### config.mk
export PLATFORM = sky130hd
export DESIGN_NAME = dmem_seq_ctrl
export DESIGN_NICKNAME = d
export VERILOG_FILES = /design/src/rtl/dmem_seq_ctrl.sv
export SDC_FILE = /design/constraint.sdc
export NUM_CORES = 1
export LEC_CHECK = 0
export ABC_AREA = 1
export CAP_MARGIN = 20
export CORE_ASPECT_RATIO = 0.7
export CORE_MARGIN = 1
export CORE_UTILIZATION = 48
export DETAILED_ROUTE_END_ITERATION = 6
export PLACE_DENSITY = 0.81
export RECOVER_POWER = 100
export SLEW_MARGIN = 30
export SYNTH_ARGS = -nofsm -noshare
export SYNTH_HDL_FRONTEND = slang
export SYNTH_SLANG_ARGS = --single-unit
export TNS_END_PERCENT = 30
### constraint.sdc
create_clock -name clk -period 3.7 [get_ports clk]
set_clock_uncertainty 0.15 [all_clocks]
set_input_delay 0.925 -clock clk [delete_from_list [all_inputs] [get_ports clk]]
set_output_delay 0.925 -clock clk [all_outputs]
set_load 0.05 [all_outputs]
### src/rtl/dmem_seq_ctrl.sv
// Two-port (CPU / debug) sequencer splitting 1-8 byte accesses into byte beats on a synchronous-read memory.
// Optional DMEM_ALIGN_CHECK_EN: misaligned accesses are rejected with err instead of wrapping.
module dmem_seq_ctrl #(
    parameter int ADDR_W = 13
) (
    input  logic              clk,
    input  logic              rst_n,
    input  logic              cpu_req,
    input  logic              cpu_we,
    input  logic [1:0]        cpu_size,
    input  logic [63:0]       cpu_addr,
    input  logic [63:0]       cpu_wdata,
    output logic [63:0]       cpu_rdata,
    output logic              cpu_ack,
    output logic              cpu_err,
    output logic              cpu_stall,
    input  logic              dbg_req,
    input  logic              dbg_we,
    input  logic [1:0]        dbg_size,
    input  logic [ADDR_W-1:0] dbg_addr,
    input  logic [63:0]       dbg_wdata,
    output logic [63:0]       dbg_rdata,
    output logic              dbg_ack,
    output logic              dbg_err,
    output logic [ADDR_W-1:0] mem_addr,
    output logic              mem_re,
    output logic              mem_we,
    output logic [7:0]        mem_wdata,
    input  logic [7:0]        mem_rdata,
    output logic              busy
);

    typedef enum logic [1:0] {IDLE, BEAT, RWAIT, DONE} state_t;

    state_t state, state_nxt;

    logic              grant_dbg;
    logic              prio_dbg;
    logic              lat_we;
    logic [1:0]        lat_size;
    logic [ADDR_W-1:0] lat_base;
    logic [63:0]       lat_wdata;
    logic              lat_err;
    logic [2:0]        beat_cnt;
    logic [2:0]        last_idx;
    logic              rd_pend;
    logic [2:0]        rd_idx;
    logic [63:0]       rd_buf;
    logic [63:0]       rd_merged;

    logic              take_cpu, take_dbg;
    logic              sel_we;
    logic [1:0]        sel_size;
    logic [ADDR_W-1:0] sel_addr;
    logic [63:0]       sel_wdata;
    logic              sel_misaligned;
    logic              addr_hi_unused;

    assign addr_hi_unused = ^cpu_addr[63:ADDR_W];

    // Round-robin: debug wins a tie only when the previous grant went to the CPU.
    always_comb begin
        take_cpu  = cpu_req && !(dbg_req && prio_dbg);
        take_dbg  = dbg_req && !take_cpu;
        sel_we    = take_dbg ? dbg_we    : cpu_we;
        sel_size  = take_dbg ? dbg_size  : cpu_size;
        sel_addr  = take_dbg ? dbg_addr  : cpu_addr[ADDR_W-1:0];
        sel_wdata = take_dbg ? dbg_wdata : cpu_wdata;
    end

`ifdef DMEM_ALIGN_CHECK_EN
    always_comb begin
        case (sel_size)
            2'd0:    sel_misaligned = 1'b0;
            2'd1:    sel_misaligned = sel_addr[0];
            2'd2:    sel_misaligned = |sel_addr[1:0];
            default: sel_misaligned = |sel_addr[2:0];
        endcase
    end
`else
    assign sel_misaligned = 1'b0;
`endif

    always_comb begin
        case (lat_size)
            2'd0:    last_idx = 3'd0;
            2'd1:    last_idx = 3'd1;
            2'd2:    last_idx = 3'd3;
            default: last_idx = 3'd7;
        endcase
    end

    // Load byte arriving this cycle merged over the bytes already captured.
    always_comb begin
        rd_merged = rd_buf;
        if (rd_pend) rd_merged[{rd_idx, 3'b000} +: 8] = mem_rdata;
    end

    always_ff @(posedge clk or negedge rst_n) begin
        if (!rst_n) state <= IDLE;
        else        state <= state_nxt;
    end

    // Strobes decode straight from the state register, so reset drops them at once.
    always_comb begin
        // NOTE: every output gets a default before the case, so no path can infer a latch.
        state_nxt = state;
        mem_re    = 1'b0;
        mem_we    = 1'b0;
        mem_addr  = '0;
        mem_wdata = '0;
        case (state)
            IDLE: begin
                if (take_cpu || take_dbg) state_nxt = sel_misaligned ? DONE : BEAT;
            end
            BEAT: begin
                mem_addr = lat_base + ADDR_W'(beat_cnt);
                mem_we   = lat_we;
                mem_re   = !lat_we;
                if (lat_we) mem_wdata = lat_wdata[{beat_cnt, 3'b000} +: 8];
                if (beat_cnt == last_idx) state_nxt = lat_we ? DONE : RWAIT;
            end
            RWAIT:   state_nxt = DONE;
            DONE:    state_nxt = IDLE;
            default: state_nxt = IDLE;
        endcase
    end

    assign busy      = (state != IDLE);
    assign cpu_ack   = (state == DONE) && !grant_dbg;
    assign dbg_ack   = (state == DONE) &&  grant_dbg;
    assign cpu_err   = cpu_ack && lat_err;
    assign dbg_err   = dbg_ack && lat_err;
    assign cpu_stall = cpu_req && !cpu_ack;

    // NOTE: non-blocking assignments throughout, so every register sees pre-edge values.
    always_ff @(posedge clk or negedge rst_n) begin
        if (!rst_n) begin
            grant_dbg <= 1'b0;
            prio_dbg  <= 1'b0;
            lat_we    <= 1'b0;
            lat_size  <= '0;
            lat_base  <= '0;
            lat_wdata <= '0;
            lat_err   <= 1'b0;
            beat_cnt  <= '0;
            rd_pend   <= 1'b0;
            rd_idx    <= '0;
            rd_buf    <= '0;
            cpu_rdata <= '0;
            dbg_rdata <= '0;
        end else begin
            rd_pend <= (state == BEAT) && !lat_we;
            rd_idx  <= beat_cnt;
            if (rd_pend) rd_buf <= rd_merged;
            case (state)
                IDLE: begin
                    if (take_cpu || take_dbg) begin
                        grant_dbg <= take_dbg;
                        prio_dbg  <= take_cpu;
                        lat_we    <= sel_we;
                        lat_size  <= sel_size;
                        lat_base  <= sel_addr;
                        lat_wdata <= sel_wdata;
                        lat_err   <= sel_misaligned;
                        beat_cnt  <= '0;
                        rd_buf    <= '0;
                        if (sel_misaligned) begin
                            if (take_dbg) dbg_rdata <= '0;
                            else          cpu_rdata <= '0;
                        end
                    end
                end
                BEAT: beat_cnt <= beat_cnt + 3'd1;
                RWAIT: begin
                    if (grant_dbg) dbg_rdata <= rd_merged;
                    else           cpu_rdata <= rd_merged;
                end
                default: ;
            endcase
        end
    end

endmodule

==> results by group, run 1 <==
Clock tree
  • Sinks on Clock Net: 283
  • Bufs on Longest Clock Path: 3
  • CTS Buf Count: 28
  • Clock transition at path regs: ~0.070 ns
  • H-tree depth: 1
  • Skew-Pair Late Insertion Delay: 0.54 ns
  • CTS Root Cell: clkbuf_16
  • CTS tree: done

Logic synthesis
  • Avg Synthesized Cell Area: 7.79 µm²
  • YS warnings: 0
  • Mapped Cells: 1692
  • #FFs+latches synth: 283
  • Share of synthesized area occupied by flip-flops and latches: 53.7%
  • Synth cell types: 30
  • Synthesized cell area: 13200 µm²

Pwr
  • Power Total: 16.2 mW
  • P per Cell Area: 917 nW/µm²
  • Max VDD drop: 401 µV
  • Leak: 8.97 nW

Timing
  • Setup TNS Final: 0 ns
  • Worst Tran Pin Value: 1.83 ns
  • Hold Slack: around 0.32 ns
  • Fin crit period: 3.60 ns
  • Final Hold Violating Endpoints: 0
  • RSZ-0062 raised after global routing: yes
  • Max_slew headroom: -22.0%
  • Final Slew Violations: just over 70
  • Finish-stage setup viols: 0
  • Final Cycle Share: 97.3%
  • Upper clock frequency limit: 278 MHz
  • Post-route setup slack: 0.101 ns

Run
  • Max Cap Violations: 1

Setup path
  • Slowest Stage Delay on Critical Path: 0.39 ns
  • Worst r2r dst: dbg_rdata[34]$_DFFE_PN0P_
  • R2R Path Start: rd_idx[0]$_DFF_PN0_
  • Crit Path Max Fanout: 5
  • CP Capture Type: primary output
  • CP Data Required Time: around 2.6 ns
  • Worst path cell trace: ha_1 > inv_1 > fa_1 > inv_1 > nand2_1 > a21oi_4 > nand3_1 > a21oi_1 > buf_12
  • Worst reg2reg path depth: 9
  • Family with the most delay on the worst path: adder cells
  • Crit path DAT: 2.52 ns
  • Reg2Reg Setup Slack: roughly 0.37 ns
  • Critical Path Source Type: register
  • Setup Crit Path Kind: register to primary output
  • Crit-path slowest cell: dfrtp_1
  • Crit path buf inv count: 3
  • CP dominant cell by count: inv_1

Finish
  • Area growth, synth to finish: 33.9%
  • Fin nets: 2218
  • Proportion of layout cells with a drive suffix above 1: 5.00%
  • Non-Filler Instances: between 2000 and 2500
  • Antenna cells: 0

Routing
  • Initial DRC count: approximately 1200
  • DR DRC count: 0
  • Post-DR wirelength/cell: about 18 µm
  • Drt pass-1 iters: 7
  • Antenna viol nets, final: 0
  • Detailed Route WL: 42700 µm
  • Vias per inst: roughly 5.4
  • Vias: around 13000

Outcome
  • Status: finished with violations
  • Failing checks: max-capacitance violations, max-slew violations

Place
  • Dpl hpwl: 29500 µm
  • Dpl ws: about 0.57 ns
  • Placed Cells incl. Taps: around 2300
  • Number of port buffers: 326
  • RePlAce Congestion: 0.942

Global route
  • Initial antenna violation count: 0
  • Gr ovfl total: 0
  • GRT Total Usage: 30.5%
  • First-pass GRT wire length: ~67000 µm
  • Largest net degree at the start of global routing: 79
  • Vias in the first global route: roughly 12000

Die
  • Die extent in x: approximately 200 µm
  • Core area: 26800 µm²
  • # rows: 50
  • Die ar.: 28100 µm²
  • I/O Pins: 380
  • Chip height: 141 µm
  • Starting density of the core: approximately half

Hold path
  • Hold path cells: 2
  • Min-delay src: cpu_rdata[35]$_DFFE_PN0P_
  • Hold endpoint: cpu_rdata[35]$_DFFE_PN0P_
  • Worst hold path class: register to register
cells by family after synthesis:
family	synth area share [%]
buffers and inverters	6.30
XOR/XNOR	0.0664
AND/OR/NAND/NOR	28.5
adder cells (fa/ha/maj)	1.29
other	0.0284
AO/OA/AOI/OAI	10.1
flip-flops	53.7
worst max-delay path by stage:
| stage | slack [ns] | end | from | cells past startpoint |
|---|---|---|---|---|
| 2_1_floorplan | 0.09 | mem_addr[8] | beat_cnt[1]$_DFFE_PN0P_ | 9 |
| 3_3_place_gp | 0.59 | mem_addr[12] | beat_cnt[0]$_DFFE_PN0P_ | 11 |
| 3_5_place_dp | 0.57 | mem_addr[8] | beat_cnt[0]$_DFFE_PN0P_ | 9 |
| 4_1_cts | 0.1 | mem_addr[12] | beat_cnt[0]$_DFFE_PN0P_ | 11 |
| 5_1_grt | -0.02 | mem_addr[10] | beat_cnt[0]$_DFFE_PN0P_ | 9 |
| 6_report | 0.10 | mem_addr[10] | beat_cnt[0]$_DFFE_PN0P_ | 9 |
flip-flops by register name, indices dropped and copies added (netlist names), 2 cells and up:
name,cells
cpu_rdata,64
dbg_rdata,64
lat_wdata,64
rd_buf,64
lat_base,13
beat_cnt,3
rd_idx,3
lat_size,2
state,2
final cells by class:
class                      instances  area, µm²
clock buffer                      41        831
timing repair buffer             349       3470
fill                            2196       9190
multi-input combinational       1202       5290
sequential                       283       7080
clock inverter                     6       85.1
inverter                         118        443
tap                              364        455
synth_stat cells:
library cell	count	area (µm²)
fa_1	1	20.0
inv_1	110	413
clkinv_1	1	3.75
nor2_1	225	845
nand3_2	2	20.0
o21ai_0	51	255
nor2_2	3	18.8
nand4_1	6	37.5
clkbuf_2	1	5.00
buf_2	30	150
dfrtp_1	283	7080
o21ai_1	24	120
clkbuf_1	50	188
o211ai_1	8	60.1
o31ai_1	1	7.51
nand3b_1	1	7.51
nor3_4	2	32.5
nor3_1	2	10.0
inv_2	7	26.3
a21oi_1	153	766
buf_1	6	22.5
nand3_1	154	771
ha_1	12	150
nand2_2	5	31.3
buf_4	3	22.5
o22ai_1	17	106
conb_1	1	3.75
a31oi_1	2	12.5
xor2_1	1	8.76
nand2_1	530	1990
routing by layer:
layer	GRT usage [%]	part of all wire [%]	wire length [µm]
met1	43.4	42	17900
met2	46.0	45	19200
met3	7.80	10	4340
met5	0	0	0
met4	8.88	2.8	1200
power by group:
part / internal, mW / switching [mW] / leakage (nW) / total, mW
Clock: 1.68 / 1.18 / 0.444 / 2.86
Sequential: 4.32 / 0.770 / 3.69 / 5.09
Combinational: 2.34 / 5.89 / 4.84 / 8.24
metrics by stage:
step                      cell area (µm²)  util, %
after floorplan                     13200        -
after global placement              16900     63.0
after detailed placement            16900     63.0
after CTS                           17800     66.4
after global routing                17700     65.8
final                               17700     65.8
layout by cell type (no fill, tap or decap), drive strengths merged:
cell type,n
fa,1
dlygate4sd3,134
nor3,4
o21ai,75
inv,117
xor2,1
buf,26
a31oi,2
conb,2
o22ai,17
nand3,156
bufinv,2
nand2,535
nand4,6
dfrtp,283
o211ai,8
nand3b,1
clkinvlp,2
clkinv,3
a21oi,153
ha,12
clkdlybuf4s50,169
o31ai,1
clkbuf,61
nor2,228
worst min-delay path: cells and delay by family, from the launching register on:
family	cells	cell delay, ns
AND/OR/NAND/NOR	2	0.10
flip-flops	1	0.34
what timing repair did:
action / 4_1_cts / 5_1_grt
gates resized for setup: 1 / 6
hold buffers: 0 / 0
hold endpoints to repair: 0 / 0
setup buffers: 0 / 0
setup endpoints to repair: 3 / 7
Note: power is estimated with default switching activity, not from simulation.
==> run 2: changes to the inputs <==
CELL_PAD_IN_SITES_DETAIL_PLACEMENT = 0   (was not set)
CELL_PAD_IN_SITES_GLOBAL_PLACEMENT = 1   (was not set)
CORE_UTILIZATION = 34   (was 48)
CTS_CLUSTER_DIAMETER = 120   (was not set)
PLACE_DENSITY = not set   (was 0.81)
PLACE_DENSITY_LB_ADDON = 0.1   (was not set)
==> results by group, run 2 (synthesis results as in run 1) <==
Timing
  • Max_slew headroom: -50.0% (was -22.0%)
  • Final Hold Violating Endpoints: 0 (unchanged)
  • Final Slew Violations: 230 (was 71)
  • Final Cycle Share: 96.8% (was 97.3%)
  • Finish-stage setup viols: 0 (unchanged)
  • Fin crit period: 3.58 ns (was 3.60 ns)
  • Upper clock frequency limit: 279 MHz (was 278 MHz)
  • Worst Tran Pin Value: 2.25 ns (was 1.83 ns)
  • RSZ-0062 raised after global routing: yes (unchanged)

Place
  • RePlAce Congestion: 0.897 (was 0.942)
  • Number of port buffers: 326 (unchanged)
  • Dpl hpwl: 32200 µm (was 29500 µm)
  • Placed Cells incl. Taps: 2447 (was 2316)

Setup path
  • Critical Path Source Type: register (unchanged)
  • CP startpoint: beat_cnt[0]$_DFFE_PN0P_ (unchanged)
  • Crit Path Max Fanout: 5 (unchanged)
  • R2R Path Start: state[0]$_DFFE_PN0P_ (was rd_idx[0]$_DFF_PN0_)
  • CP Data Required Time: 2.62 ns (about the same)
  • Worst reg2reg path depth: 5 (was 9)
  • Worst r2r dst: cpu_rdata[5]$_DFFE_PN0P_ (was dbg_rdata[34]$_DFFE_PN0P_)
  • Reg2Reg Setup Slack: 0.93 ns (was 0.37 ns)
  • CP Capture Type: primary output (unchanged)
  • Setup Crit Path Kind: register to primary output (unchanged)
  • Crit path DAT: 2.51 ns (was 2.52 ns)

Global route
  • Vias in the first global route: 12000 (was 12400)
  • Gr ovfl total: 0 (unchanged)
  • Largest net degree at the start of global routing: 84 (was 79)
  • Initial antenna violation count: 1 (was 0)
  • GRT Total Usage: 23.6% (was 30.5%)
  • First-pass GRT wire length: 72200 µm (was 66600 µm)

Finish
  • Area growth, synth to finish: 35.6% (was 33.9%)
  • Layout Utilization: 47.5% (was 65.8%)
  • Most frequent cells in the layout: nand2_1 (529), dfrtp_1 (283), nor2_1 (224) (was nand2_1 (531), dfrtp_1 (283), nor2_1 (224))
  • Non-Filler Instances: 2503 (was 2363)
  • Register area: 7080 µm² (unchanged)
  • Multi-input logic area: 5300 µm² (was 5290 µm²)
  • Proportion of layout cells with a drive suffix above 1: 5.61% (was 5.00%)
  • Fin nets: 2227 (was 2218)
  • Commonest non-fill, non-tap cell in the layout: nand2_1 (unchanged)
  • Fillers: 3813 (was 2196)

Routing
  • Vias per inst: 4.96 (was 5.42)
  • Detailed Route WL: 47000 µm (was 42700 µm)
  • DR DRC count: 0 (unchanged)
  • Drt pass-1 iters: 7 (unchanged)
  • Post-DR wirelength/cell: 18.8 µm (was 18.1 µm)
  • Vias: 12400 (was 12800)
  • Initial DRC count: 1076 (was 1161)
  • Antenna viol nets, final: 0 (unchanged)

Die
  • # rows: 59 (was 50)
  • I/O Pins: 380 (unchanged)
  • Die ar.: 39600 µm² (was 28100 µm²)
  • Die extent in x: 237 µm (was 200 µm)
  • Starting density of the core: 35.0% (was 49.1%)
  • Chip height: 167 µm (was 141 µm)
  • Core area: 37600 µm² (was 26800 µm²)

Clock tree
  • Sinks on Clock Net: 283 (unchanged)
  • Setup Buffers After CTS: 0 (unchanged)
  • CTS Hold Bufs: 0 (unchanged)
  • Skew-Pair Late Insertion Delay: 0.57 ns (was 0.54 ns)
  • H-tree depth: 1 (unchanged)
  • CTS Root Cell: clkbuf_16 (unchanged)
  • Bufs on Longest Clock Path: 3 (unchanged)
  • PostCTS Resize Cnt: 1 (unchanged)
  • CTS tree: done (unchanged)
  • Clock transition at path regs: 0.07 ns (about the same)
  • CTS Buf Count: 30 (was 28)

Outcome
  • Status: finished with violations (unchanged)
  • Failing checks: max-capacitance violations, max-slew violations (unchanged)

Hold path
  • Hold endpoint: cpu_rdata[30]$_DFFE_PN0P_ (was cpu_rdata[35]$_DFFE_PN0P_)
  • Min-delay src: cpu_rdata[30]$_DFFE_PN0P_ (was cpu_rdata[35]$_DFFE_PN0P_)
  • Worst hold path class: register to register (unchanged)
  • Hold path cells: 2 (unchanged)

Pwr
  • Leak: 9.03 nW (was 8.97 nW)
  • Max VDD drop: 467 µV (was 401 µV)
  • P per Cell Area: 918 nW/µm² (was 917 nW/µm²)

Run
  • Max Cap Violations: 3 (was 1)
-- run 2: changes by cell type in the layout (fill, tap and decap cells not counted), sizes merged --
cell / delta
buf: -2
clkbuf: +11
clkdlybuf4s50: +1
clkinv: +7
clkinvlp: -2
diode: +2
dlygate4sd3: -2
dlymetal6s2s: +1
-- run 2: layout make-up --
cell class | instances | area share (%)
inverters | 118 | 2.49
diodes | 2 | 0.0280
repair buffers | 356 | 19.3
clock inverters | 11 | 0.651
flip-flops and latches | 283 | 39.6
multi-input cells | 1202 | 29.6
well taps | 488 | 3.41
clock buffers | 43 | 4.92
-- run 2: layer usage --
metal	part of all wire (%)	GRT usage (%)	vias to the layer above
met5	0	0	-
met4	1.9	4.46	0
met3	6.9	4.94	54
met2	42	34.2	371
met1	49	36.0	5985
li1	-	-	6010
-- run 2: metrics by stage --
stage / setup TNS, ns / hold WS (ns) / setup slack, ns / power [mW] / cell area, µm²
floorplan: 0 / 0.226 / 0.0890 / 10.5 / 13200
global placement: 0 / 0.314 / 0.572 / 13.8 / 17100
detailed placement: 0 / 0.314 / 0.541 / 13.8 / 17100
CTS: 0 / 0.219 / 0.0214 / 17.0 / 18100
global route: -3.10 / 0.343 / -0.0696 / 17.4 / 17900
finish: 0 / 0.320 / 0.120 / 16.4 / 17900
-- run 2: how the worst max path moves through the flow --
stage	cells after the start	endpoint
final	10	mem_addr[8]
after global routing	9	mem_addr[8]
after CTS	6	mem_addr[0]
after detailed placement	9	mem_addr[8]
after global placement	11	mem_addr[12]
after floorplan	9	mem_addr[8]
-- run 2: worst max-delay path, stage by stage (launching register included) --
cell and delay (ns):
dfrtp_1 0.39, ha_1 0.16, inv_1 0.06, fa_1 0.36
inv_1 0.10, nand2_1 0.11, a21oi_4 0.20, nand2_1 0.12
o21ai_0 0.18, a21oi_1 0.09, buf_12 0.16
-- run 2: report_power, final --
part           leakage [nW]  total, mW  internal, mW  switching, mW
clock network         0.500       3.06          1.78           1.28
registers              3.69       5.07          4.32          0.749
logic                  4.85       8.28          2.32           5.96
==> run 3: changes to the inputs <==
CAP_MARGIN = not set   (was 20)
==> results of run 3 <==
Final layout, timing and power as in run 2 (identical DEF).
